File: src/rtl/imm_gen_pipe_pkg.sv
// -----------------------------------------------------------------------------
// imm_gen_pipe_pkg
// Shared definitions for the immediate-generation pipeline stage.
//   - IMM_* : encodings of the 3-bit immediate format select (in_immsrc)
//   - occ_state_e : occupancy of the 2-entry skid buffer
// -----------------------------------------------------------------------------
package imm_gen_pipe_pkg;

    // Immediate format select encodings. 3'b110 and 3'b111 are reserved.
    localparam logic [2:0] IMM_I = 3'b000;
    localparam logic [2:0] IMM_S = 3'b001;
    localparam logic [2:0] IMM_B = 3'b010;
    localparam logic [2:0] IMM_U = 3'b011;
    localparam logic [2:0] IMM_J = 3'b100;
    localparam logic [2:0] IMM_Z = 3'b101;

    // Number of entries currently held in the skid buffer.
    typedef enum logic [1:0] {
        OCC_EMPTY = 2'd0,
        OCC_ONE   = 2'd1,
        OCC_TWO   = 2'd2
    } occ_state_e;

endpackage : imm_gen_pipe_pkg

File: src/rtl/imm_gen_pipe_if.sv
// -----------------------------------------------------------------------------
// imm_gen_pipe_if
// Handshake bundle for imm_gen_pipe: an upstream (in_*) valid/ready channel
// carrying raw instructions and a downstream (out_*) valid/ready channel
// carrying extended immediates.
//
// Handshake rule (both channels): an item transfers on a rising clk edge
// where valid and ready are both high. A producer holding valid high keeps
// its payload stable until that transfer; ready never depends
// combinationally on the opposite channel's ready.
//
// Modports:
//   slave  : view of the pipeline block (consumes in_*, produces out_*)
//   master : view of the environment (produces in_*, consumes out_*)
// -----------------------------------------------------------------------------
interface imm_gen_pipe_if #(
    parameter int XLEN  = 32,
    parameter int TAG_W = 5
);
    // Upstream channel
    logic             in_valid;
    logic             in_ready;
    logic [31:0]      in_instr;
    logic [2:0]       in_immsrc;
    logic [TAG_W-1:0] in_tag;

    // Downstream channel
    logic             out_valid;
    logic             out_ready;
    logic [XLEN-1:0]  out_imm;
    logic [TAG_W-1:0] out_tag;
    logic             out_illegal;

    modport slave (
        input  in_valid, in_instr, in_immsrc, in_tag, out_ready,
        output in_ready, out_valid, out_imm, out_tag, out_illegal
    );

    modport master (
        output in_valid, in_instr, in_immsrc, in_tag, out_ready,
        input  in_ready, out_valid, out_imm, out_tag, out_illegal
    );

endinterface : imm_gen_pipe_if

File: src/rtl/imm_decode.sv
// -----------------------------------------------------------------------------
// imm_decode
// Purely combinational immediate decoder. Builds the 32-bit immediate for the
// selected format and sign-extends it to XLEN (XLEN = 32 or 64).
//
// Ports:
//   instr_i   [31:0]     instruction word
//   immsrc_i  [2:0]      format select (IMM_I .. IMM_Z, others reserved)
//   imm_o     [XLEN-1:0] extended immediate (0 for reserved formats)
//   illegal_o            high when immsrc_i is a reserved format
// -----------------------------------------------------------------------------
module imm_decode
    import imm_gen_pipe_pkg::*;
#(
    parameter int XLEN = 32
) (
    input  logic [31:0]     instr_i,
    input  logic [2:0]      immsrc_i,
    output logic [XLEN-1:0] imm_o,
    output logic            illegal_o
);

    logic [31:0] imm32;

    // The opcode field never contributes to an immediate.
    logic unused_opcode;
    assign unused_opcode = ^instr_i[6:0];

    always_comb begin
        imm32     = '0;
        illegal_o = 1'b0;
        unique case (immsrc_i)
            IMM_I: imm32 = {{20{instr_i[31]}}, instr_i[31:20]};
            IMM_S: imm32 = {{20{instr_i[31]}}, instr_i[31:25], instr_i[11:7]};
            IMM_B: imm32 = {{19{instr_i[31]}}, instr_i[31], instr_i[7],
                            instr_i[30:25], instr_i[11:8], 1'b0};
            IMM_U: imm32 = {instr_i[31:12], 12'b0};
            IMM_J: imm32 = {{11{instr_i[31]}}, instr_i[31], instr_i[19:12],
                            instr_i[20], instr_i[30:21], 1'b0};
            // CSR uimm: bit 31 of imm32 is zero, so the final sign
            // extension below leaves it zero-extended.
            IMM_Z: imm32 = {27'b0, instr_i[19:15]};
            default: begin
                imm32     = '0;
                illegal_o = 1'b1;
            end
        endcase
    end

    // Every format above is already correct as a signed 32-bit value, so a
    // single sign extension to XLEN covers both the 32- and 64-bit builds.
    assign imm_o = XLEN'($signed(imm32));

endmodule : imm_decode

File: src/rtl/imm_gen_pipe.sv
// -----------------------------------------------------------------------------
// imm_gen_pipe
// One pipeline stage that turns an instruction word into its extended
// immediate. Immediates are decoded on the way in and stored fully extended
// in a 2-entry skid buffer, so the output path is pure register reads.
//
// Ports:
//   clk          rising-edge clock
//   rst_n        asynchronous active-low reset (drops all buffered entries)
//   flush        synchronous kill: empties the buffer at the next edge and
//                discards any input offered in the same cycle
//   pipe_if      imm_gen_pipe_if.slave: in_* upstream, out_* downstream
//   dbg_state_o  current buffer occupancy (OCC_EMPTY / OCC_ONE / OCC_TWO)
//
// Buffer organisation:
//   head_q holds the oldest entry and drives the outputs directly.
//   skid_q holds the second entry only while the buffer is full.
//   Both registers are zeroed whenever they stop holding a live entry, so
//   the outputs read zero while out_valid is low without any output muxing.
//
// in_ready is a flop loaded with (next occupancy != TWO); it therefore has
// no combinational path from out_ready.
// -----------------------------------------------------------------------------
module imm_gen_pipe
    import imm_gen_pipe_pkg::*;
#(
    parameter int XLEN  = 32,
    parameter int TAG_W = 5
) (
    input  logic                clk,
    input  logic                rst_n,
    input  logic                flush,
    imm_gen_pipe_if.slave       pipe_if,
    output occ_state_e          dbg_state_o
);

    typedef struct packed {
        logic             illegal;
        logic [TAG_W-1:0] tag;
        logic [XLEN-1:0]  imm;
    } entry_t;

    occ_state_e state_q, state_d;
    entry_t     head_q,  head_d;
    entry_t     skid_q,  skid_d;
    logic       in_ready_q, in_ready_d;

    logic [XLEN-1:0] dec_imm;
    logic            dec_illegal;
    entry_t          in_entry;
    logic            in_fire;
    logic            out_valid;
    logic            out_fire;

    // ------------------------------------------------------------------
    // Decode at the input so stored entries are already extended.
    // ------------------------------------------------------------------
    imm_decode #(
        .XLEN (XLEN)
    ) u_imm_decode (
        .instr_i   (pipe_if.in_instr),
        .immsrc_i  (pipe_if.in_immsrc),
        .imm_o     (dec_imm),
        .illegal_o (dec_illegal)
    );

    assign in_entry = '{illegal: dec_illegal, tag: pipe_if.in_tag, imm: dec_imm};

    assign out_valid = (state_q != OCC_EMPTY);
    assign in_fire   = pipe_if.in_valid & in_ready_q;
    assign out_fire  = out_valid & pipe_if.out_ready;

    // ------------------------------------------------------------------
    // Occupancy FSM and entry movement.
    // ------------------------------------------------------------------
    always_comb begin
        state_d = state_q;
        head_d  = head_q;
        skid_d  = skid_q;

        if (flush) begin
            // Flush wins over any handshake in the same cycle.
            state_d = OCC_EMPTY;
            head_d  = '0;
            skid_d  = '0;
        end else begin
            unique case (state_q)
                OCC_EMPTY: begin
                    if (in_fire) begin
                        head_d  = in_entry;
                        state_d = OCC_ONE;
                    end
                end
                OCC_ONE: begin
                    unique case ({in_fire, out_fire})
                        2'b11: head_d = in_entry;      // pass-through, stays ONE
                        2'b10: begin
                            skid_d  = in_entry;
                            state_d = OCC_TWO;
                        end
                        2'b01: begin
                            head_d  = '0;
                            state_d = OCC_EMPTY;
                        end
                        default: ;
                    endcase
                end
                OCC_TWO: begin
                    // in_ready is low here, so only the output side can move.
                    if (out_fire) begin
                        head_d  = skid_q;
                        skid_d  = '0;
                        state_d = OCC_ONE;
                    end
                end
                default: begin
                    state_d = OCC_EMPTY;
                    head_d  = '0;
                    skid_d  = '0;
                end
            endcase
        end

        in_ready_d = (state_d != OCC_TWO);
    end

    // in_ready_q resets low and rises on the first edge after rst_n is
    // released, so nothing can be accepted while reset is still settling.
    always_ff @(posedge clk or negedge rst_n) begin
        if (!rst_n) begin
            state_q    <= OCC_EMPTY;
            head_q     <= '0;
            skid_q     <= '0;
            in_ready_q <= 1'b0;
        end else begin
            state_q    <= state_d;
            head_q     <= head_d;
            skid_q     <= skid_d;
            in_ready_q <= in_ready_d;
        end
    end

    // ------------------------------------------------------------------
    // Outputs: straight from registers.
    // ------------------------------------------------------------------
    assign pipe_if.in_ready    = in_ready_q;
    assign pipe_if.out_valid   = out_valid;
    assign pipe_if.out_imm     = head_q.imm;
    assign pipe_if.out_tag     = head_q.tag;
    assign pipe_if.out_illegal = head_q.illegal;

    assign dbg_state_o = state_q;

endmodule : imm_gen_pipe

File: src/flat_wrapper.sv
// flat-port wrapper written by rule: the top's interface ports become plain ports
module imm_gen_pipe_flat import imm_gen_pipe_pkg::*;
#(
    parameter int XLEN  = 32,
    parameter int TAG_W = 5
)
  (clk, rst_n, flush, dbg_state_o, pipe_if_in_valid, pipe_if_in_instr, pipe_if_in_immsrc, pipe_if_in_tag, pipe_if_out_ready, pipe_if_in_ready, pipe_if_out_valid, pipe_if_out_imm, pipe_if_out_tag, pipe_if_out_illegal);
  imm_gen_pipe_if #(.XLEN(XLEN), .TAG_W(TAG_W)) pipe_if_i ();
  input  logic clk;
  input  logic rst_n;
  input  logic flush;
  output occ_state_e dbg_state_o;
  input wire logic [$bits(pipe_if_i.in_valid)-1:0] pipe_if_in_valid;
  input wire logic [$bits(pipe_if_i.in_instr)-1:0] pipe_if_in_instr;
  input wire logic [$bits(pipe_if_i.in_immsrc)-1:0] pipe_if_in_immsrc;
  input wire logic [$bits(pipe_if_i.in_tag)-1:0] pipe_if_in_tag;
  input wire logic [$bits(pipe_if_i.out_ready)-1:0] pipe_if_out_ready;
  output wire logic [$bits(pipe_if_i.in_ready)-1:0] pipe_if_in_ready;
  output wire logic [$bits(pipe_if_i.out_valid)-1:0] pipe_if_out_valid;
  output wire logic [$bits(pipe_if_i.out_imm)-1:0] pipe_if_out_imm;
  output wire logic [$bits(pipe_if_i.out_tag)-1:0] pipe_if_out_tag;
  output wire logic [$bits(pipe_if_i.out_illegal)-1:0] pipe_if_out_illegal;
  assign pipe_if_i.in_valid = pipe_if_in_valid;
  assign pipe_if_i.in_instr = pipe_if_in_instr;
  assign pipe_if_i.in_immsrc = pipe_if_in_immsrc;
  assign pipe_if_i.in_tag = pipe_if_in_tag;
  assign pipe_if_i.out_ready = pipe_if_out_ready;
  assign pipe_if_in_ready = pipe_if_i.in_ready;
  assign pipe_if_out_valid = pipe_if_i.out_valid;
  assign pipe_if_out_imm = pipe_if_i.out_imm;
  assign pipe_if_out_tag = pipe_if_i.out_tag;
  assign pipe_if_out_illegal = pipe_if_i.out_illegal;
  imm_gen_pipe #(.XLEN(XLEN), .TAG_W(TAG_W)) u_core (.clk(clk), .rst_n(rst_n), .flush(flush), .pipe_if(pipe_if_i), .dbg_state_o(dbg_state_o));
endmodule
File: config.mk
export PLATFORM = sky130hd
export DESIGN_NAME = imm_gen_pipe_flat
export DESIGN_NICKNAME = d
export VERILOG_FILES = /design/src/rtl/imm_gen_pipe_pkg.sv /design/src/rtl/imm_gen_pipe_if.sv /design/src/rtl/imm_decode.sv /design/src/rtl/imm_gen_pipe.sv /design/src/flat_wrapper.sv
export SDC_FILE = /design/constraint.sdc
export NUM_CORES = 1
export LEC_CHECK = 0
export ABC_AREA = 1
export ABC_CLOCK_PERIOD_IN_PS = 2100
export CAP_MARGIN = 40
export CORE_ASPECT_RATIO = 0.8
export CORE_MARGIN = 3
export CORE_UTILIZATION = 51
export DETAILED_ROUTE_END_ITERATION = 8
export GPL_ROUTABILITY_DRIVEN = 0
export PLACE_DENSITY_LB_ADDON = 0.08
export SLEW_MARGIN = 20
export SYNTH_ARGS = -nofsm -noshare
export SYNTH_HDL_FRONTEND = slang
export SYNTH_SLANG_ARGS = --single-unit
File: constraint.sdc
create_clock -name clk -period 2.1 [get_ports clk]
set_clock_uncertainty 0.1 [all_clocks]
set_input_delay 0.21 -clock clk [delete_from_list [all_inputs] [get_ports clk]]
set_output_delay 0.21 -clock clk [all_outputs]
set_load 0.1 [all_outputs]
==> impl_metrics.csv <==
group,metric,value,unit
run_status,status,"finished, final reports clean",
grt,gr-total-overflow,0,
clock_tree,clock_latency,360,ps
sta,period_share,0.957,
place,dp_hpwl,6.76,mm
sta,max_freq,498,MHz
place,numPortBuffers,79,
floorplan,initial_core_util,0.533,
routing,routedWlPerCell,13.5,um
worst_setup_path,cp_max_fo,31,
clock_tree,ctsLongestPathBuffers,2,
sta,hold_viol,0,
synth,synthArstFlopShare,1.00,
grt,grt_use_total,0.239,
power,power_frac_comb,0.294,
sta,slew-limit-headroom,0.664,
layout,nNetsFinal,684,
routing,drc_errors,0,
grt,grt_pass1_wl,17.3,mm
clock_tree,cts_buffers,9,
clock_tree,htreeDepth,3,
clock_tree,cts_num_sinks,79,
layout,n_fill_cell,688,
grt,grt_pass1_vias,3693,
clock_tree,cts_tree,"built",
layout,multi_input_area,0.00175,mm^2
layout,post_route_cells_drive_above_1_share,0.145,
worst_setup_path,cp.arrival,2140,ps
sta,fin_hold_ws,266,ps
synth,synth-edff-count,0,
power,pwr-share-clk,0.305,
worst_setup_path,critical_path_class,"reg2reg",
grt,grt_max_degree,41,
clock_tree,path_clk_slew,80,ps
power,ir_drop,0.000518,V
sta,finalCriticalPeriod,2010,ps
sta,setup_viol,0,
synth,synthFlopType,"dfrtp_1",
grt,antenna_found_initial,0,
power,p_sw_frac,0.371,
floorplan,rows,28,
min_path,hold_path_class,"in2async",
routing,drt-initial-drc-count,243,
synth,yosysSeqAreaShare,0.493,
floorplan,core_area,0.00753,mm^2
routing,ant_nets,0,
floorplan,die_area,0.00898,mm^2
worst_setup_path,cp-end-kind,"register",
floorplan,fp.dieW,105,um
power,p_switching,1.54,mW
floorplan,ios,87,
synth,syn_area_per_cell,7.22,um^2
routing,via_count,3771,
routing,dr.pass1.iters,5,
routing,vias_per_cell,5.05,
clock_tree,root_buffer,"clkbuf_8",
layout,regArea,0.00198,mm^2
synth,syn_nets,604,
synth,netlist_instances,556,
power,internal-power,2.61,mW
power,p_leak,2.85,nW
sta,maxSlewViolCount,0,
worst_setup_path,worstSetupStartpointType,"register",
layout,areaGrowthSynthToFinish,25.9,%
synth,synth.distinct_cells,21,
sta,worst_pin_slew,504,ps
job,cap_viol_max_count,0,
floorplan,die_h,85.4,um
power,power_density,822,mW/mm^2
routing,wirelength,10.1,mm
synth,synth_warnings,0,
synth,synth-seq-cells,79,
sta,fin_tns_setup,0,ps
worst_setup_path,worstPathRequired,2230,ps
power,power_frac_seq,0.401,
synth,syn_area,0.00401,mm^2
layout,diodes,0,
synthesized netlist by cell type, types with 4 or more instances:
library cell	n	area share
buf_2	14	0.017
buf_4	5	0.0094
dfrtp_1	79	0.49
inv_1	28	0.026
inv_2	6	0.0056
nand2_1	338	0.32
nand3_1	22	0.027
nand4_1	7	0.011
nor2_1	6	0.0056
nor2_2	4	0.0062
nor2_4	4	0.011
o21ai_0	10	0.012
o22ai_1	15	0.023
per-stage QoR:
step | cells | area, um^2 | utilization | total power, mW | setup WS [ps]
2_1_floorplan | 556 | 4020 | - | 2.57 | 28.9
3_3_place_gp | 726 | 4790 | 0.636 | 2.89 | 54.4
3_5_place_dp | 726 | 4790 | 0.636 | 2.91 | -40.2
4_1_cts | 743 | 5030 | 0.667 | 4.18 | 75.2
5_1_grt | 746 | 5050 | 0.671 | 4.35 | -35.9
6_report | 746 | 5050 | 0.671 | 4.15 | 90.1
cells by family after synthesis:
logic type,after synthesis,synth area share
buffers and inverters,60,0.0708
DFF,79,0.493
and+or+nand+nor,385,0.387
AOI/OAI and AO/OA,29,0.0408
adders and majority gates,3,0.00935
worst max-delay path: stages (launching register included):
cell	delay (ps)
dfrtp_4	510
nor2_2	180
nor2_1	100
inv_1	60
ha_1	180
inv_1	50
nand2_1	80
nand2_1	90
nor2_4	160
inv_2	60
buf_12	170
nand2_1	60
o21ai_0	80
state kept, by name, summed over array words and instances (netlist names):
signal                      count
u_core.pipe_if.out_imm         32
u_core.pipe_if.out_illegal      1
u_core.pipe_if.in_ready         1
u_core.pipe_if.out_tag          5
u_core.skid_q                  38
u_core.dbg_state_o              2
placed cells by master (no fill, tap or decap), types with 2 or more instances in the layout:
cell type	n
dfrtp_2	2
clkbuf_8	10
nand2_1	338
ha_1	3
clkdlybuf4s50_1	36
buf_4	55
inv_2	5
nor2_1	6
buf_12	2
nand4_1	7
o22ai_1	15
nand3_1	22
inv_1	28
bufinv_16	2
nor2_2	4
nand3_2	3
o21ai_1	3
o21ai_0	10
dfrtp_1	76
nor2_4	4
power groups by stage:
stage / registers, mW / logic, mW / clock network [mW]
finish: 1.67 / 1.22 / 1.27
global route: 1.68 / 1.30 / 1.37
CTS: 1.67 / 1.21 / 1.30
detailed placement: 1.70 / 1.21 / 0
global placement: 1.69 / 1.20 / 0
floorplan: 2.22 / 0.349 / 0
final timing paths:
kind                                                       from                               endpoint  slack, ps  depth (start not counted)
worst max-delay path            u_core.dbg_state_o[0]$_DFF_PN0_           u_core.skid_q[5]$_DFFE_PN0P_         90                         12
worst min-delay path                                      rst_n  u_core.pipe_if.out_tag[3]$_DFFE_PN0P_        270                          2
worst max register to register  u_core.dbg_state_o[0]$_DFF_PN0_           u_core.skid_q[5]$_DFFE_PN0P_         90                         12
worst min register to register    u_core.skid_q[27]$_DFFE_PN0P_          u_core.skid_q[27]$_DFFE_PN0P_        380                          2
max in group asynchronous                                 rst_n          u_core.skid_q[19]$_DFFE_PN0P_       1030                          3
min in group clk                              pipe_if_in_tag[3]          u_core.skid_q[35]$_DFFE_PN0P_        350                          3
what timing repair did:
| action | CTS | global route |
|---|---|---|
| buffers inserted | 0 | 3 |
| hold endpoints to repair | 37 | 0 |
| setup endpoints to repair | 0 | 67 |
| resized for setup | 0 | 3 |
| hold buffers | 1 | 0 |
layout make-up:
class                           instances  share of cell area
Clock buffer                           11              0.0280
Clock inverter                          5              0.0161
Inverter                               34              0.0257
Multi-Input combinational cell        417               0.347
Sequential cell                        79               0.392
Tap cell                              105              0.0260
Timing Repair Buffer                   95               0.165
per-layer routing:
metal | vias up | part of all wire | GRT usage
li1 | 1869 | - | -
met3 | 6 | 0.057 | 0.0578
met5 | - | 0 | 0
met1 | 1763 | 0.45 | 0.313
met2 | 133 | 0.49 | 0.404
met4 | 0 | 0.0058 | 0.0548
Note: power is estimated with default switching activity, not from simulation.
